<file path="src/rtl/nand_sweep_pkg.sv">
// Shared definitions for the NAND sweep controller: FSM encoding, reference
// truth tables and a small width helper.
package nand_sweep_pkg;

    localparam int unsigned STATE_W = 3;
    localparam int unsigned VEC_W   = 2;
    localparam int unsigned TRUTH_W = 4;

    typedef logic [STATE_W-1:0] state_t;

    localparam state_t ST_IDLE   = 3'd0;
    localparam state_t ST_DRIVE  = 3'd1;
    localparam state_t ST_SETTLE = 3'd2;
    localparam state_t ST_SAMPLE = 3'd3;
    localparam state_t ST_DONE   = 3'd4;

    // Expected Y indexed by {A,B}
    localparam logic [TRUTH_W-1:0] TRUTH_NAND = 4'b0111;
    localparam logic [TRUTH_W-1:0] TRUTH_AND  = 4'b1000;
    localparam logic [TRUTH_W-1:0] TRUTH_OR   = 4'b1110;
    localparam logic [TRUTH_W-1:0] TRUTH_XOR  = 4'b0110;

    // Bits needed to hold values 0..max_value (at least one bit)
    function automatic int unsigned width_for(input int unsigned max_value);
        if (max_value < 2) return 1;
        return $clog2(max_value + 1);
    endfunction

endpackage

</file>
<file path="src/rtl/nand_sweep_ctrl_settle_timer.sv">
// Load/decrement settle counter; last_c flags the final settle cycle.
module settle_timer
    import nand_sweep_pkg::*;
#(
    parameter int unsigned SETTLE_CYCLES = 2
) (
    input  logic clk,
    input  logic rst,
    input  logic load,
    input  logic dec,
    output logic last_c
);

    localparam int unsigned CNT_W = width_for(SETTLE_CYCLES);

    logic [CNT_W-1:0] count;

    always_ff @(posedge clk) begin
        if (rst) begin
            count <= '0;
        end else if (load) begin
            count <= CNT_W'(SETTLE_CYCLES);
        end else if (dec && (count != '0)) begin
            count <= count - CNT_W'(1);
        end
    end

    assign last_c = (count == CNT_W'(1));

endmodule

</file>
<file path="src/rtl/nand_sweep_ctrl.sv">
// Sweeps a 2-input gate through all input vectors, compares Y against a
// latched truth table and reports error statistics via start/busy/done.
module nand_sweep_ctrl
    import nand_sweep_pkg::*;
#(
    parameter int unsigned SETTLE_CYCLES = 2,
    parameter int unsigned LOOPS         = 1,
    parameter int unsigned ERR_W         = 4
) (
    input  logic               clk,
    input  logic               rst,
    input  logic               start,
    input  logic               abort,
    input  logic [3:0]         truth,
    output logic               drive_a,
    output logic               drive_b,
    input  logic               gate_y,
    output logic               busy,
    output logic               done,
    output logic               pass,
    output logic [ERR_W-1:0]   err_cnt,
    output logic [3:0]         err_mask,
    output logic [1:0]         first_err_vec
);

    localparam int unsigned LOOP_W = width_for(LOOPS - 1);
    localparam logic [LOOP_W-1:0] LOOP_LAST = LOOP_W'(LOOPS - 1);

    state_t state;
    state_t next_state;

    logic [TRUTH_W-1:0] truth_q;
    logic [VEC_W-1:0]   vec;
    logic [LOOP_W-1:0]  loop_idx;
    logic               first_seen;

    logic [TRUTH_W-1:0] truth_nxt;
    logic [VEC_W-1:0]   vec_nxt;
    logic [LOOP_W-1:0]  loop_nxt;
    logic               first_seen_nxt;
    logic               drive_a_nxt;
    logic               drive_b_nxt;
    logic               busy_nxt;
    logic               done_nxt;
    logic               pass_nxt;
    logic [ERR_W-1:0]   err_cnt_nxt;
    logic [3:0]         err_mask_nxt;
    logic [1:0]         first_err_vec_nxt;

    logic settle_last_c;
    logic mismatch_c;
    logic last_vec_c;
    logic accept_c;

    settle_timer #(
        .SETTLE_CYCLES(SETTLE_CYCLES)
    ) u_settle_timer (
        .clk    (clk),
        .rst    (rst),
        .load   (state == ST_DRIVE),
        .dec    (state == ST_SETTLE),
        .last_c (settle_last_c)
    );

    assign mismatch_c = (gate_y != truth_q[vec]);
    assign last_vec_c = (vec == 2'd3) && (loop_idx == LOOP_LAST);
    assign accept_c   = start && !abort;

    // State register
    always_ff @(posedge clk) begin
        if (rst) begin
            state <= ST_IDLE;
        end else begin
            state <= next_state;
        end
    end

    // Next-state logic; abort overrides every non-idle transition
    always_comb begin
        next_state = state;
        case (state)
            ST_IDLE:   if (accept_c) next_state = ST_DRIVE;
            ST_DRIVE:  next_state = (SETTLE_CYCLES == 0) ? ST_SAMPLE : ST_SETTLE;
            ST_SETTLE: if (settle_last_c) next_state = ST_SAMPLE;
            ST_SAMPLE: next_state = last_vec_c ? ST_DONE : ST_DRIVE;
            ST_DONE:   next_state = ST_IDLE;
            default:   next_state = ST_IDLE;
        endcase
        if (abort && (state != ST_IDLE)) begin
            next_state = ST_IDLE;
        end
    end

    // Output / datapath next values
    always_comb begin
        truth_nxt         = truth_q;
        vec_nxt           = vec;
        loop_nxt          = loop_idx;
        first_seen_nxt    = first_seen;
        drive_a_nxt       = drive_a;
        drive_b_nxt       = drive_b;
        busy_nxt          = (next_state != ST_IDLE);
        done_nxt          = 1'b0;
        pass_nxt          = pass;
        err_cnt_nxt       = err_cnt;
        err_mask_nxt      = err_mask;
        first_err_vec_nxt = first_err_vec;

        case (state)
            ST_IDLE: begin
                if (accept_c) begin
                    truth_nxt         = truth;
                    vec_nxt           = '0;
                    loop_nxt          = '0;
                    first_seen_nxt    = 1'b0;
                    pass_nxt          = 1'b0;
                    err_cnt_nxt       = '0;
                    err_mask_nxt      = '0;
                    first_err_vec_nxt = '0;
                end
            end
            ST_DRIVE: begin
                {drive_a_nxt, drive_b_nxt} = vec;
            end
            ST_SAMPLE: begin
                // A sample coinciding with abort is thrown away
                if (!abort) begin
                    if (mismatch_c) begin
                        if (err_cnt != '1) err_cnt_nxt = err_cnt + ERR_W'(1);
                        err_mask_nxt[vec] = 1'b1;
                        if (!first_seen) begin
                            first_err_vec_nxt = vec;
                            first_seen_nxt    = 1'b1;
                        end
                    end
                    if (vec == 2'd3) begin
                        vec_nxt = '0;
                        if (!last_vec_c) loop_nxt = loop_idx + LOOP_W'(1);
                    end else begin
                        vec_nxt = vec + 2'd1;
                    end
                    if (last_vec_c) begin
                        done_nxt = 1'b1;
                        pass_nxt = (err_cnt_nxt == '0);
                    end
                end
            end
            default: ;
        endcase

        if (abort && (state != ST_IDLE)) begin
            drive_a_nxt = 1'b0;
            drive_b_nxt = 1'b0;
            pass_nxt    = 1'b0;
        end
    end

    // Registered outputs and run context
    always_ff @(posedge clk) begin
        if (rst) begin
            truth_q       <= '0;
            vec           <= '0;
            loop_idx      <= '0;
            first_seen    <= 1'b0;
            drive_a       <= 1'b0;
            drive_b       <= 1'b0;
            busy          <= 1'b0;
            done          <= 1'b0;
            pass          <= 1'b0;
            err_cnt       <= '0;
            err_mask      <= '0;
            first_err_vec <= '0;
        end else begin
            truth_q       <= truth_nxt;
            vec           <= vec_nxt;
            loop_idx      <= loop_nxt;
            first_seen    <= first_seen_nxt;
            drive_a       <= drive_a_nxt;
            drive_b       <= drive_b_nxt;
            busy          <= busy_nxt;
            done          <= done_nxt;
            pass          <= pass_nxt;
            err_cnt       <= err_cnt_nxt;
            err_mask      <= err_mask_nxt;
            first_err_vec <= first_err_vec_nxt;
        end
    end

endmodule

</file>
<file path="config.mk">
export PLATFORM = sky130hd
export DESIGN_NAME = nand_sweep_ctrl
export DESIGN_NICKNAME = d
export VERILOG_FILES = /design/src/rtl/nand_sweep_pkg.sv /design/src/rtl/nand_sweep_ctrl_settle_timer.sv /design/src/rtl/nand_sweep_ctrl.sv
export SDC_FILE = /design/constraint.sdc
export NUM_CORES = 1
export LEC_CHECK = 0
export ABC_AREA = 1
export BUFFER_PORTS_ARGS = -buffer_cell sky130_fd_sc_hd__buf_2
export CORE_MARGIN = 2
export CORE_UTILIZATION = 59
export CTS_CLUSTER_SIZE = 40
export DETAILED_ROUTE_END_ITERATION = 12
export PLACE_DENSITY_LB_ADDON = 0.3
export SLEW_MARGIN = 20
export SYNTH_ARGS = -nofsm -noshare
export SYNTH_HDL_FRONTEND = slang
export SYNTH_SLANG_ARGS = --single-unit
</file>
<file path="constraint.sdc">
create_clock -name clk -period 3.64 [get_ports clk]
set_input_delay 0.546 -clock clk [delete_from_list [all_inputs] [get_ports clk]]
set_output_delay 0.546 -clock clk [all_outputs]
set_load 0.02 [all_outputs]
</file>
# ---- Word level (Yosys, flattened, before mapping)
# Index checks and enable logic that the tools add are counted.
dict set report op_classes {
  addsub 4
  n_lt_le_gt_ge 2
  eq_ne 14
  muxes 41
  n_bitwise 3
  n_reduce_logical 22
}
# operator n
set ops {}
lappend ops {{$mux W4} 8}
lappend ops {{$mux W2} 8}
lappend ops {{$pmux W4 S2} 2}
lappend ops {{$ne A2 B2 Y1 const B} 7}
lappend ops {{$mux W3} 4}
lappend ops {{$pmux W3 S4} 1}
lappend ops {{$mux W1} 11}
lappend ops {{$reduce_and A5 Y1} 2}
lappend ops {{$pmux W2 S2} 2}
lappend ops {{$reduce_and A4 Y1} 2}
lappend ops {{$eq A3 B2 Y1 const B} 2}
lappend ops {{$pmux W1 S2} 3}
lappend ops {{$reduce_bool A2 Y1} 3}
lappend ops {{$reduce_bool A3 Y1} 2}
lappend ops {{$logic_and A1 B1 Y1} 5}
lappend ops {{$add A4 B1 Y4 const B} 1}
lappend ops {{$logic_not A4 Y1} 1}
lappend ops {{$ne A4 B4 Y1 const B} 1}
lappend ops {{$or A4 B4 Y4} 1}
lappend ops {{$reduce_or A2 Y1} 2}
lappend ops {{$eq A3 B1 Y1 const B} 1}
lappend ops {{$logic_not A3 Y1} 1}
lappend ops {{$lt A2 B3 Y1 const B} 1}
lappend ops {{$reduce_and A3 Y1} 1}
lappend ops {{13 further kinds} 14}
dict set report word_totals {
  ff_bits 28
  output_inout_bits 15
  elab_cells 101
}

# ---- Logic depth before layout (Yosys ltp)
# Gate-level depths: netlist (run 1).
dict set report depth {
  ltp_word 10
  mapped_depth 11
}

# ---- Hierarchy
# From an unflattened synthesis (run 1), not the netlist that was laid out.
dict set report hier_totals {
  cells_unflattened 204
  hier_area_um2 1475.2
}
# mod instances cells_per_inst area_each_um2 seq_area_each_um2
set by_module_without_submodules {}
lappend by_module_without_submodules {nand_sweep_ctrl 1 184 1345.0 520.5}
lappend by_module_without_submodules {settle_timer 1 20 130.1 40.0}

# ---- Worst setup path before layout (run 1)
# Ideal clock, no wire load.
dict set report synth_path {
  kind {register to register}
  start {register err_cnt[0]}
  end {register pass}
  arrival_time_ps 1385
  path_slack_ps 2141
  path_stages_with_launch 9
  path_buffers 0
  synth_period_minus_slack_ps 1499
  cell_sequence {dfxtp_1 > ha_1 > nand3_1 > o21ai_0 > nand3_1 > nand3_1 > nor2_1 > nand2_1 > a21oi_2}
}
dict set report synth_via {
  elab_chain_len 9
  word_cells_on_any_way 10
  classes_between {add/sub (1); eq/ne (1); mux (7); reduce/logical (1)}
}
# item line_no
set synth_rtl {}
lappend synth_rtl {{start: declaration} nand_sweep_ctrl.sv:21} ;# output logic [ERR_W-1:0] err_cnt,
lappend synth_rtl {{start signal: assignment} nand_sweep_ctrl.sv:183} ;# err_cnt <= err_cnt_nxt;
lappend synth_rtl {{$add A4 B1 Y4 / $ne A4 B4 Y1 (equally long branches)} nand_sweep_ctrl.sv:129} ;# if (err_cnt != '1) err_cnt_nxt = err_cnt + ERR_W'(1);
lappend synth_rtl {{$mux W4} nand_sweep_ctrl.sv:129}
lappend synth_rtl {{$mux W4 (*)} nand_sweep_ctrl.sv:128} ;# if (mismatch_c) begin
lappend synth_rtl {{$mux W4 (*)} nand_sweep_ctrl.sv:127} ;# if (!abort) begin
lappend synth_rtl {{$mux W4 (*)} nand_sweep_ctrl.sv:109} ;# case (state)
lappend synth_rtl {{$logic_not A4 Y1 (*)} nand_sweep_ctrl.sv:144} ;# pass_nxt = (err_cnt_nxt == '0);
lappend synth_rtl {{$mux W1 (*)} nand_sweep_ctrl.sv:142} ;# if (last_vec_c) begin
lappend synth_rtl {{$mux W1 (*)} nand_sweep_ctrl.sv:127}
lappend synth_rtl {{$pmux W1 S2 (*)} nand_sweep_ctrl.sv:109}
lappend synth_rtl {{end signal: assignment} nand_sweep_ctrl.sv:182} ;# pass <= pass_nxt;
lappend synth_rtl {{end: declaration} nand_sweep_ctrl.sv:20} ;# output logic pass,
# Mark *: on every way between the ends. The rest lies on a longest branch, timed or not. The select of a mux whose other input is x is not followed.
# A chain may end at the register's enable or synchronous reset.

# ---- Worst setup path after layout (run 1)
# Ends and elaborated chain as after synthesis.

==> summary.md, run 1 <==
| Metric | Value |
|---|---|
| Die height | `53.6 um` |
| DRT iter0 DRCs | `32` |
| Clock Path Buffers | `2` |
| Area Growth Syn to Fin | `11.6%` |
| Via count | `1287` |
| Dpl ws | `2060 ps` |
| CTS tree | `built` |
| Share of cells above drive strength 1 | `24.5%` |
| Total Negative Setup Slacks | `0 ps` |
| Pin count of the biggest net entering global routing | `16` |
| Placed cell count | `245` |
| Core Footprint | `2280 sq um` |
| Drt pass-1 iters | `4` |
| Total length of routed wires | `2820 um` |
| CP Class | `reg -> reg` |
| Fin nets | `238` |
| Post-detailed-placement half-perimeter wirelength | `2320 um` |
| Input/output buffers | `23` |
| Fillers | `191` |
| Final Util | `71.2%` |
| Worst min-delay path class | `in -> reg` |
| Final min period | `1590 ps` |
| Hold buffers post-CTS | `0` |
| Relative slew slack | `81.3%` |
| Fmax | `0.628 GHz` |
| Die Area | `2880 sq um` |
| First-pass GRT wire length | `4860 um` |
| Starting density of the core | `63.8%` |
| Unrepaired setup endpoints after global routing | `false` |
| DRC viols | `0` |
| Tot Pwr | `0.516 mW` |
| Yosys reg bits | `28` |
| Total clock sinks | `28` |
| Avg Cell Area, Syn | `7.45 sq um` |
| CP arrival | `1860 ps` |
| Die W | `53.6 um` |
| Clk Latency, worst-skew pair | `310 ps` |
| Rows | `17` |
| Worst setup SP type | `flip-flop` |
| Pwr/cell area | `318 nW/um^2` |
| CP required | `3900 ps` |
| Slew of the pin with the lowest slew margin | `281 ps` |
| GRT Total Usage | `23.3%` |
| Remaining Overflow, GRT | `0` |
| Crit-path max FO | `6` |
| Antenna cells | `0` |
| Mapped Nets | `211` |
| Post-route ant nets | `0` |
| Final Setup Violations | `0` |
| Post-Synthesis Cells | `195` |
| GPL Wtd Cong | `0.825` |
| Synth warn | `0` |
| Non-Filler Instances | `248` |
| Status | `finished clean` |
| Final period util | `43.8%` |
| Worst VDD drop | `249 uV` |
| Layout Skew | `2.51 ps` |
| Crit end category | `flip-flop` |
| Clock slew at reported path FFs | `130 ps` |
| Inserted Clock Buffers | `3` |
| Mapped cell area | `1450 sq um` |
| Distinct cell type count after synthesis | `27` |
| Vias per std cell | `5.19` |
| Root Buffer | `clkbuf_4` |
| Final Max Slew Viols | `0` |
| Postcts setup bufs | `0` |
| Final Hold Viols | `0` |
| # H-tree levels | `1` |
| Initial antenna violation count | `0` |
| Seq/Total Area, Yosys | `38.6%` |
| Vias in the first global route | `1183` |
| I/O Pins | `24` |
| Post-CTS resize count | `0` |
| Max Cap Viol | `0` |
| Static leakage | `0.770 nW` |
| WL/cell | `11.4 um` |
| Final worst setup slack | `2050 ps` |
==> flip-flops by register name (all words and copies together) (netlist names), 2 cells and up <==
register	flops
err_cnt	4
err_mask	4
truth_q	4
state	3
first_err_vec	2
u_settle_timer.count	2
vec	2
==> Yosys cell counts <==
cell type   n  area, sq um
a21oi_2     3         26.3
a21oi_1    11         55.1
inv_1      24         90.1
inv_2       3         11.3
nand2_2     6         37.5
nand3_2     2         20.0
a31oi_1     2         12.5
o211ai_1    1         7.51
nor2_4      2         22.5
nand2_4     2         22.5
nand3_4     2         35.0
inv_4       1         6.26
o211a_1     1         10.0
dfxtp_1    28          561
nor2_2      3         18.8
or2_2       2         12.5
a211oi_1    1         7.51
o21ai_2     1         8.76
nand2_1    49          184
nor2_1     20         75.1
xor2_1      1         8.76
nand3_1    12         60.1
ha_1        7         87.6
xnor2_1     1         8.76
o21ai_0     8         40.0
clkbuf_1    1         3.75
nor2_8      1         20.0
==> where the power goes <==
part	switching, mW	total [mW]	internal, mW
Sequential	0.00673	0.322	0.316
Combinational	0.0484	0.0723	0.0239
Clock	0.0820	0.121	0.0387
==> final timing paths <==
path,slack (ps),cells after the start,start,end
setup / recovery,2050,9,err_cnt[0],pass
hold / removal,440,3,truth[0],truth_q[0]
setup reg to reg,2050,9,err_cnt[0],pass
hold reg to reg,460,2,err_mask[2],err_mask[2]
==> cell families after synthesis <==
kind of cell	Yosys count	share of synthesized area (%)
adders and majority gates	7	6.03
DFF	28	38.6
buffers and inverters	29	7.67
xor gates and xnor gates	2	1.21
AOI/OAI and AO/OA	28	11.5
and+or+nand+nor	101	35.0
==> final cells by class <==
type	count	area, sq um	share of cell area, %
multi-input cells	138	781	48.1
clock buffers	3	22.5	1.39
inverters	28	108	6.64
flip-flops and latches	28	561	34.6
repair buffers	23	115	7.10
well taps	28	35.0	2.16
==> layout by cell type, fill, tap and decap left out, drive strengths merged <==
cell type,Yosys,final
xor2,1,1
or2,2,2
nand3,16,16
nand2,57,57
o211a,1,1
inv,28,28
a211oi,1,1
a31oi,2,2
clkbuf,1,3
ha,7,7
nor2,26,26
dfxtp,28,28
o211ai,1,1
xnor2,1,1
a21oi,14,14
buf,0,23
o21ai,9,9
==> stage by stage <==
| stage | cell area, sq um | hold WS (ps) |
|---|---|---|
| floorplan | 1450 | 459 |
| global placement | 1600 | 435 |
| detailed placement | 1600 | 443 |
| CTS | 1620 | 430 |
| global route | 1620 | 470 |
| finish | 1620 | 438 |
==> layer usage <==
metal,routed length [um],vias to the layer above,global-route usage (%)
met4,25,0,5.98
met2,1440,25,42.4
li1,-,662,-
met1,1250,596,28.3
met3,98,4,3.61
met5,0,-,0
==> worst max-delay path, cell delays in order (launching register included) <==
cell	delay (ps)
dfxtp_1	470
ha_1	230
nand3_1	180
nand2_1	110
o21ai_0	80
nand3_1	100
nand3_1	90
nor2_1	100
nand2_1	80
a21oi_2	110
No activity file was read; power rests on OpenSTA's default activity.
==> run 2: changes to the inputs <==
CORE_UTILIZATION = 55   (was 59)
clock period = 1.5 ns   (was 3.64 ns; I/O delays follow)
==> summary.md, run 2 (same netlist as run 1, synthesis figures left out) <==
| Metric | Value |
|---|---|
| Final Setup Violations | `0 (unchanged)` |
| CTS tree | `built` |
| NetSw | `0.354 mW (+160%)` |
| Starting density of the core | `58.1% (-5.7 points)` |
| Worst VDD drop | `509 uV (+100%)` |
| GPL Wtd Cong | `0.868 (+5.2%)` |
| Die Area | `3070 sq um (+6.7%)` |
| Input/output buffers | `23 (unchanged)` |
| Worst min-delay path class | `in -> reg` |
| Total length of routed wires | `3120 um (+11%)` |
| Antenna cells | `0 (unchanged)` |
| DRC viols | `0 (unchanged)` |
| Max Cap Viol | `0 (unchanged)` |
| Cell Area, Placed | `1620 sq um (+1.1%)` |
| Comb pwr share | `13.5% (-0.5 points)` |
| Total Negative Setup Slacks | `0 ps (unchanged)` |
| Postcts setup bufs | `0 (unchanged)` |
| Worst setup SP type | `flip-flop` |
| Clock power share | `27.3% (+3.9 points)` |
| Drt pass-1 iters | `4 (unchanged)` |
| Top cell by count, worst path | `nand2_1` |
| Top flop regs | `err_cnt: 4 flops, err_mask: 4 flops, truth_q: 4 flops` |
| Unrepaired setup endpoints after global routing | `true` |
| # H-tree levels | `1 (unchanged)` |
| Area Growth Syn to Fin | `16.2%` |
| Max stage delay cell, worst path | `dfxtp_2` |
| Initial antenna violation count | `0 (unchanged)` |
| CP Class | `reg -> reg` |
| Fmax | `0.719 GHz (+14%)` |
| CP delay by family, top | `simple AND/OR/NAND/NOR gates` |
| Remaining Overflow, GRT | `0 (unchanged)` |
| Crit-path max FO | `6 (unchanged)` |
| CP arrival | `1670 ps (-190 ps)` |
| Final min period | `1390 ps (-202 ps)` |
| Fillers | `224 (+17%)` |
| Slew of the pin with the lowest slew margin | `302 ps (+21.2 ps)` |
| Final Util | `67.5% (-3.7 points)` |
| Total clock sinks | `28 (unchanged)` |
| Relative slew slack | `79.9% (-1.4 points)` |
| DRT iter0 DRCs | `41 (+28%)` |
| Fin nets | `240 (+0.84%)` |
| Power Internal | `0.974 mW (+160%)` |
| CP required | `1780 ps (-2120 ps)` |
| Clk Latency, worst-skew pair | `330 ps (+20 ps)` |
| WL/cell | `12.3 um (+8.7%)` |
| Fin area | `1690 sq um (+4.1%)` |
| Pin count of the biggest net entering global routing | `16 (unchanged)` |
| Seq pwr share | `59.1% (-3.4 points)` |
| Inserted Clock Buffers | `3 (unchanged)` |
| GRT Total Usage | `21.5% (-1.7 points)` |
| Share of cells above drive strength 1 | `29.6% (+5.1 points)` |
| Final Max Slew Viols | `0 (unchanged)` |
| Vias in the first global route | `1333 (+13%)` |
| Vias per std cell | `5.18 (-0.22%)` |
| Die W | `55.4 um (+3.3%)` |
| Status | `finished clean` |
| Root Buffer | `clkbuf_4` |
| Placed cell count | `249 (+1.6%)` |
| Pwr/cell area | `787 nW/um^2 (+150%)` |
| Post-route ant nets | `0 (unchanged)` |
| Non-Filler Instances | `253 (+2.0%)` |
| Net Sw Frac | `26.6% (+0.035 points)` |
| Buffers and inverters on the worst path | `1 (+1)` |
| Via count | `1310 (+1.8%)` |
| Post-detailed-placement half-perimeter wirelength | `2420 um (+4.6%)` |
| Layout Skew | `4.42 ps (+1.92 ps)` |
| Critical path, cell by cell | `inv_1 -> nand3_4 -> nand3_1 -> nand2_1 -> nand2_1 -> nand2_1 -> nor2_1 -> nand2_1 -> a21oi_2` |
| First-pass GRT wire length | `5400 um (+11%)` |
| Final Hold Viols | `0 (unchanged)` |
| Clock Path Buffers | `2 (unchanged)` |
| Most frequent cells in the layout | `nand2_1, inv_1, buf_2` |
| Rows | `18 (+1)` |
| Commonest non-fill, non-tap cell in the layout | `nand2_1` |
| Clock slew at reported path FFs | `140 ps (about the same)` |
| Static leakage | `0.788 nW (+2.4%)` |
| Die height | `55.4 um (+3.3%)` |
| Final period util | `92.8% (+49 points)` |
| I/O Pins | `24 (unchanged)` |
| CP peak stage delay | `380 ps (-90 ps)` |
| Core Footprint | `2500 sq um (+9.8%)` |
| Crit end category | `flip-flop` |
[run 2: what timing repair did]
| action | in CTS | in global routing |
|---|---|---|
| endpoints found under the setup margin | 0 | 14 |
| resized for setup | 0 | 13 |
| hold buffers | 0 | 0 |
[run 2: cell type report]
type,instances,area [sq um],area share [%]
Sequential cell,28,571,33.8
Tap cell,30,37.5,2.22
Multi-Input combinational cell,138,803,47.6
Inverter,28,110,6.52
Timing Repair Buffer,25,130,7.71
Clock buffer,4,36.3,2.15
[run 2: through the flow]
step           power [mW]  hold slack, ps  setup WS, ps
5_1_grt              1.40             101         -24.0
3_3_place_gp        0.969             436          96.7
6_report             1.33             104           109
4_1_cts              1.35            95.2          37.0
3_5_place_dp        0.978             446          68.4
2_1_floorplan       0.926             287          1.50
[run 2: per-layer routing]
metal	global-route usage (%)	routed length, um	vias to the layer above
li1	-	-	675
met1	25.5	1350	606
met2	38.1	1640	25
met3	3.51	99	4
met4	9.06	35	0
met5	0	0	-
[run 2: worst paths after layout]
kind               start          end  slack, ps  cells past startpoint
max               vec[1]         pass        110                      9
min             truth[1]   truth_q[1]        100                      3
max reg2reg       vec[1]         pass        110                      9
min reg2reg  err_mask[2]  err_mask[2]        460                      2
[run 2: power groups by stage]
| stage | sequential, mW | clock [mW] | combinational [mW] |
|---|---|---|---|
| after floorplan | 0.803 | 0 | 0.123 |
| after global placement | 0.800 | 0 | 0.169 |
| after detailed placement | 0.800 | 0 | 0.178 |
| after CTS | 0.784 | 0.384 | 0.178 |
| after global routing | 0.788 | 0.413 | 0.202 |
| final | 0.785 | 0.363 | 0.180 |
[run 2: worst register-to-register path, cell delays in order, from the launching register on]
cell and delay, ps:
dfxtp_2 380, inv_1 170, nand3_4 120, nand3_1 140, nand2_1 110, nand2_1 80
nand2_1 70, nor2_1 100, nand2_1 70, a21oi_2 110
